$ cat config.mk
export PLATFORM = sky130hd
export DESIGN_NAME = mux4_rr_arbiter_flat
export DESIGN_NICKNAME = d
export VERILOG_FILES = /design/src/rtl/mux4_rr_arbiter_if.sv /design/src/rtl/mux4_rr_arbiter.sv /design/src/flat_wrapper.sv
export SDC_FILE = /design/constraint.sdc
export NUM_CORES = 1
export LEC_CHECK = 0
export BUFFER_PORTS_ARGS = -buffer_cell sky130_fd_sc_hd__buf_2
export CAP_MARGIN = 0
export CORE_ASPECT_RATIO = 0.5
export CORE_MARGIN = 5
export CORE_UTILIZATION = 25
export CTS_CLUSTER_DIAMETER = 50
export DETAILED_ROUTE_END_ITERATION = 16
export GPL_TIMING_DRIVEN = 0
export PLACE_DENSITY = 0.52
export SLEW_MARGIN = 20
export SYNTH_ARGS = -nofsm -noshare
export SYNTH_HDL_FRONTEND = slang
export SYNTH_SLANG_ARGS = --single-unit
$ cat constraint.sdc
create_clock -name clk -period 4.7 [get_ports clk]
set_clock_uncertainty 0.2 [all_clocks]
set_input_delay 0.94 -clock clk [delete_from_list [all_inputs] [get_ports clk]]
set_output_delay 0.94 -clock clk [all_outputs]
set_load 0.1 [all_outputs]
$ cat src/rtl/mux4_rr_arbiter_if.sv
// Handshake bundle between four requesters and the round-robin arbiter.
// The master side drives the requests. The slave side, which is the arbiter, drives the grant and the mux4 select.
interface mux4_rr_arbiter_if;
    logic [3:0] req;
    logic       done;
    logic [3:0] gnt;
    logic [1:0] s;
    logic       valid;

    modport master (output req, done, input gnt, s, valid);
    modport slave  (input req, done, output gnt, s, valid);
endinterface

$ cat src/rtl/mux4_rr_arbiter.sv
// Round-robin arbiter in front of a mux4. It keeps a registered one-hot grant and a bit-reversed 2-bit select.
// A hold counter limits how long one owner can keep the channel.
module mux4_rr_arbiter #(
    parameter int HOLD_MAX = 8
) (
    input  logic             clk,
    input  logic             reset,
    mux4_rr_arbiter_if.slave bus
);

    if (HOLD_MAX < 1 || HOLD_MAX > 255) begin : g_bad_hold
        $error("mux4_rr_arbiter: HOLD_MAX must lie in 1..255");
    end

    localparam logic [7:0] HOLD_LIM = 8'(HOLD_MAX);

    typedef enum logic {IDLE, BUSY} state_t;

    state_t     state, state_nxt;
    logic [1:0] ptr, ptr_nxt;
    logic [1:0] owner, owner_nxt;
    logic [7:0] cnt, cnt_nxt;
    logic [3:0] gnt, gnt_nxt;
    logic [1:0] s, s_nxt;
    logic       valid, valid_nxt;

    logic [1:0] search_start;
    logic [2:0] pick;
    logic       rel;

    // Returns {found, index} for the first set request at or after start, searching modulo 4.
    function automatic logic [2:0] rr_pick(input logic [3:0] r, input logic [1:0] start);
        logic [2:0] res;
        logic [1:0] idx;
        res = 3'b000;
        for (int i = 3; i >= 0; i--) begin
            idx = start + 2'(i);
            if (r[idx]) res = {1'b1, idx};
        end
        return res;
    endfunction

    function automatic logic [1:0] enc(input logic [1:0] k);
        return {k[0], k[1]};
    endfunction

    // After a release the search starts just past the owner, so the owner is considered last.
    assign search_start = (state == BUSY) ? owner + 2'd1 : ptr;
    assign pick         = rr_pick(bus.req, search_start);
    assign rel          = bus.done | ~bus.req[owner] | (cnt == HOLD_LIM);

    always_comb begin
        // NOTE: every output of this block gets a default first. A path that leaves one unassigned would infer a latch.
        state_nxt = state;
        ptr_nxt   = ptr;
        owner_nxt = owner;
        cnt_nxt   = cnt;
        gnt_nxt   = gnt;
        s_nxt     = s;
        valid_nxt = valid;

        case (state)
            IDLE: begin
                if (pick[2]) begin
                    state_nxt = BUSY;
                    owner_nxt = pick[1:0];
                    gnt_nxt   = 4'b0001 << pick[1:0];
                    s_nxt     = enc(pick[1:0]);
                    valid_nxt = 1'b1;
                    cnt_nxt   = 8'd1;
                end
            end
            BUSY: begin
                if (!rel) begin
                    cnt_nxt = cnt + 8'd1;
                end else begin
                    ptr_nxt = owner + 2'd1;
                    if (pick[2]) begin
                        owner_nxt = pick[1:0];
                        gnt_nxt   = 4'b0001 << pick[1:0];
                        s_nxt     = enc(pick[1:0]);
                        cnt_nxt   = 8'd1;
                    end else begin
                        state_nxt = IDLE;
                        gnt_nxt   = 4'b0000;
                        valid_nxt = 1'b0;
                        cnt_nxt   = 8'd0;
                    end
                end
            end
            default: state_nxt = IDLE;
        endcase
    end

    // NOTE: state registers use non-blocking assignments so that every flop samples pre-edge values.
    always_ff @(posedge clk or posedge reset) begin
        if (reset) begin
            state <= IDLE;
            ptr   <= 2'd0;
            owner <= 2'd0;
            cnt   <= 8'd0;
            gnt   <= 4'b0000;
            s     <= 2'b00;
            valid <= 1'b0;
        end else begin
            state <= state_nxt;
            ptr   <= ptr_nxt;
            owner <= owner_nxt;
            cnt   <= cnt_nxt;
            gnt   <= gnt_nxt;
            s     <= s_nxt;
            valid <= valid_nxt;
        end
    end

    assign bus.gnt   = gnt;
    assign bus.s     = s;
    assign bus.valid = valid;

endmodule
$ cat src/flat_wrapper.sv
// flat-port wrapper written by rule: the top's interface ports become plain ports
module mux4_rr_arbiter_flat 
#(
    parameter int HOLD_MAX = 8
)
  (clk, reset, bus_req, bus_done, bus_gnt, bus_s, bus_valid);
  mux4_rr_arbiter_if bus_i ();
  input  logic clk;
  input  logic reset;
  input wire logic [$bits(bus_i.req)-1:0] bus_req;
  input wire logic [$bits(bus_i.done)-1:0] bus_done;
  output wire logic [$bits(bus_i.gnt)-1:0] bus_gnt;
  output wire logic [$bits(bus_i.s)-1:0] bus_s;
  output wire logic [$bits(bus_i.valid)-1:0] bus_valid;
  assign bus_i.req = bus_req;
  assign bus_i.done = bus_done;
  assign bus_gnt = bus_i.gnt;
  assign bus_s = bus_i.s;
  assign bus_valid = bus_i.valid;
  mux4_rr_arbiter #(.HOLD_MAX(HOLD_MAX)) u_core (.clk(clk), .reset(reset), .bus(bus_i));
endmodule
==> results by group <==
Place
  – Dpl ws: 1.98 ns
  – Placed cells: around 190
  – Area after DPL: between 1000 and 1500 sq um
  – RePlAce Congestion: between 0.8 and 0.9
  – Port Buf Inserts: 13
  – Hpwl dp: roughly 1800 um

Worst setup path
  – Reg2reg start: u_core.cnt[0]
  – Crit-path cells: buf_2 > nor2_1 > nand3_1 > inv_1 > ha_1 > clkbuf_1 > nor3_1 > a21oi_1 > o21ai_0
  – CP Class: input port to flip-flop
  – Worst Path Max Fanout: 10
  – CP top delay family: buffers and inverters
  – CP peak stage delay: between 0.3 and 0.4 ns
  – WP data required: around 4.6 ns
  – Setup crit start: bus_req[1]
  – Startpoint types: input port
  – Crit end category: flip-flop
  – CP arrival: between 2 and 2.5 ns
  – Worst R2R Path Depth: 7
  – Slowest CP cell: clkbuf_1
  – Cell depth of the worst setup path: 9
  – CP bufs+invs: 3

CTS
  – Post-CTS Setup Bufs: 0
  – H-tree depth: 1
  – Hold Buf Count CTS: 0
  – CTS clk-pin slew, worst paths: about 0.07 ns
  – Clk root buf: clkbuf_8
  – CTS Buf Count: 3
  – Post_cts resized: 0
  – CTS Sinks: 18
  – CTS tree: yes
  – Later-pin clock latency in the skew report: 0.25 ns
  – Clk buf depth: 2

Yosys
  – Post-Synthesis Cell Area: around 1100 sq um
  – Ys flop type: dfrtp_1
  – Mean Syn Cell Area: just over 9 sq um
  – Library cells used by synthesis: 40
  – Syn Nets: approximately 130
  – Largest cells by area after synthesis: dfrtp_1, o21ai_0, nand2_1
  – Seq cells post-synth: 18
  – Most frequent cells after synthesis: dfrtp_1, o21ai_0, nand2_1, nor2_1, inv_1
  – Count leader, synth: dfrtp_1
  – Post-synth top area cell: dfrtp_1
  – Yosys warns: 0
  – Area share of the largest cell type after synthesis: 41.0%
  – Post-synthesis sequential area ratio: approximately 41%
  – Post-synth EDFFs: 0
  – Ys async rst share: 100%
  – Cells after Synth: ~120

GRT
  – First-pass GRT wire length: just over 4000 um
  – Tot GR Track Use: about 8.4%
  – Largest net degree at the start of global routing: 19
  – GR Overflow Total: 0
  – Vias in the first global route: slightly above 900
  – Initial antenna violation count: 0

STA
  – Slew margin rel.: a little over half
  – Worst-Margin Slew: 0.688 ns
  – Fin crit period: between 2 and 2.5 ns
  – Setup_tns: 0 ns
  – Period utilisation layout: 52.2%
  – Max Clk Rate: 407 MHz
  – Final setup vio count: 0
  – Setup WS post-layout: 2.25 ns
  – RSZ-0062 raised after global routing: no
  – Pins Over Slew Limit: 0
  – Final hold vios: 0

Drt
  – # DRC: 0
  – Iteration-0 DRC Markers: 24
  – Avg WL per Cell: approximately 12 um
  – Final ANT Viol Nets: 0
  – WL final: roughly 2300 um
  – Detailed-route via count: roughly 920
  – Pre-antenna DRT Iters: 4
  – Vias per Instance: around 4.7

Floorplanning
  – Cell row count: 17
  – Initial Util: between 20% and 30%
  – Core ar.: 4320 sq um
  – Vert. Die Dim: 56.8 um
  – Horiz. Die Dim: approximately 100 um
  – Boundary Pins: 14
  – Die area: 5890 sq um

Cells and area
  – Net count reported at finish: approximately 150
  – N_diodes: 0
  – Fin area: ~1300 sq um
  – # fillers: around 450
  – Area delta synth->final: 17.4%
  – Final Util: 29.8%
  – Non-filler cells, final: 195
  – Share of cells above drive strength 1: roughly a fifth

Pwr
  – Lkg Pwr: about 0.00059 uW
  – P_sw: just over 400 uW
  – Combinational power share: 54.4%
  – Switching Fraction: 50.6%
  – Flop pwr share: between 20% and 30%
  – PD cells: slightly above 600 nW/um^2
  – Peak supply drop: 326 uV
  – Pint: about 400 uW
  – Clk pwr share: about 16%

Status
  – Status: completed

Worst hold path
  – HP Class: flip-flop to flip-flop
  – Hold Path Cell Cnt: 2
  – Min-delay src: u_core.bus.valid

Flow run
  – Number of max-cap violations: 0
power by group through the flow:
stage          Clock [uW]  Combinational (uW)  Sequential, uW
2_1_floorplan           0                 188             416
3_3_place_gp            0                 438             241
3_5_place_dp            0                 441             242
4_1_cts               133                 442             240
5_1_grt               140                 469             247
6_report              128                 437             239
worst reg2reg max path: cells and delay by family, from the launching register on:
family                     cells  cell delay, ns
AOI/OAI and AO/OA              3            0.65
adders and majority gates      1            0.14
buffers and inverters          1            0.09
DFF                            1            0.42
and+or+nand+nor                2            0.55
stage by stage:
step / power (uW) / hold WS [ns]
floorplan: 604 / 0.275
global placement: 679 / 0.291
detailed placement: 683 / 0.286
CTS: 815 / 0.307
global route: 856 / 0.332
finish: 804 / 0.296
layout by cell type (no fill, tap or decap), types with 2 or more instances in the layout:
master,Yosys,final
xnor2_1,2,2
nand2b_1,4,4
nand2_1,12,12
nand3_1,5,5
clkbuf_8,0,4
a22o_2,2,2
buf_2,1,14
o211ai_1,2,2
inv_1,9,9
nor3_1,4,4
a21oi_1,5,5
nor2_1,12,12
dfrtp_1,18,18
a21o_1,2,2
ha_1,3,3
xor2_1,2,2
o21ai_0,14,14
layer usage:
metal  GRT usage [%]  routed length, um  up-vias
li1                -                  -      468
met1            10.2               1120      434
met2            14.1               1090       12
met3            2.87                 61        2
met4            2.40                 22        0
met5               0                  0        -
registers in the layout, summed over array words and instances (netlist names):
register,flops
u_core.bus.gnt,4
u_core.bus.s,1
u_core.bus.valid,1
u_core.cnt,8
u_core.owner,1
u_core.ptr,2
u_core.state,1
path summary, 6_finish.rpt:
| kind | to | slack [ns] |
|---|---|---|
| worst max-delay path | u_core.cnt[4] | 2.25 |
| worst min-delay path | u_core.bus.valid | 0.30 |
| worst max register to register | u_core.bus.gnt[3] | 2.53 |
| worst min register to register | u_core.bus.valid | 0.30 |
| max in group asynchronous | u_core.bus.valid | 3.28 |
| min in group asynchronous | u_core.cnt[4] | 0.58 |
logic make-up (layout without fill, tap and decap cells):
group	Yosys count	count (layout)	share of synthesized area [%]
fa+ha+maj	3	3	3.42
xor+xnor	4	4	3.19
mux	1	1	2.39
buf+inv	12	29	4.90
compound gates	35	35	21.6
simple gates	48	48	23.5
flops	18	18	41.0
cell type report:
type | count | area (sq um) | share of cell area [%]
Timing Repair Buffer | 13 | 65.1 | 5.05
Buffer | 3 | 20.0 | 1.55
Clock buffer | 4 | 55.1 | 4.27
Tap cell | 57 | 71.3 | 5.53
Multi-Input combinational cell | 91 | 593 | 46.0
Inverter | 9 | 33.8 | 2.62
Sequential cell | 18 | 450 | 35.0
(Power assumes the default switching activity.)
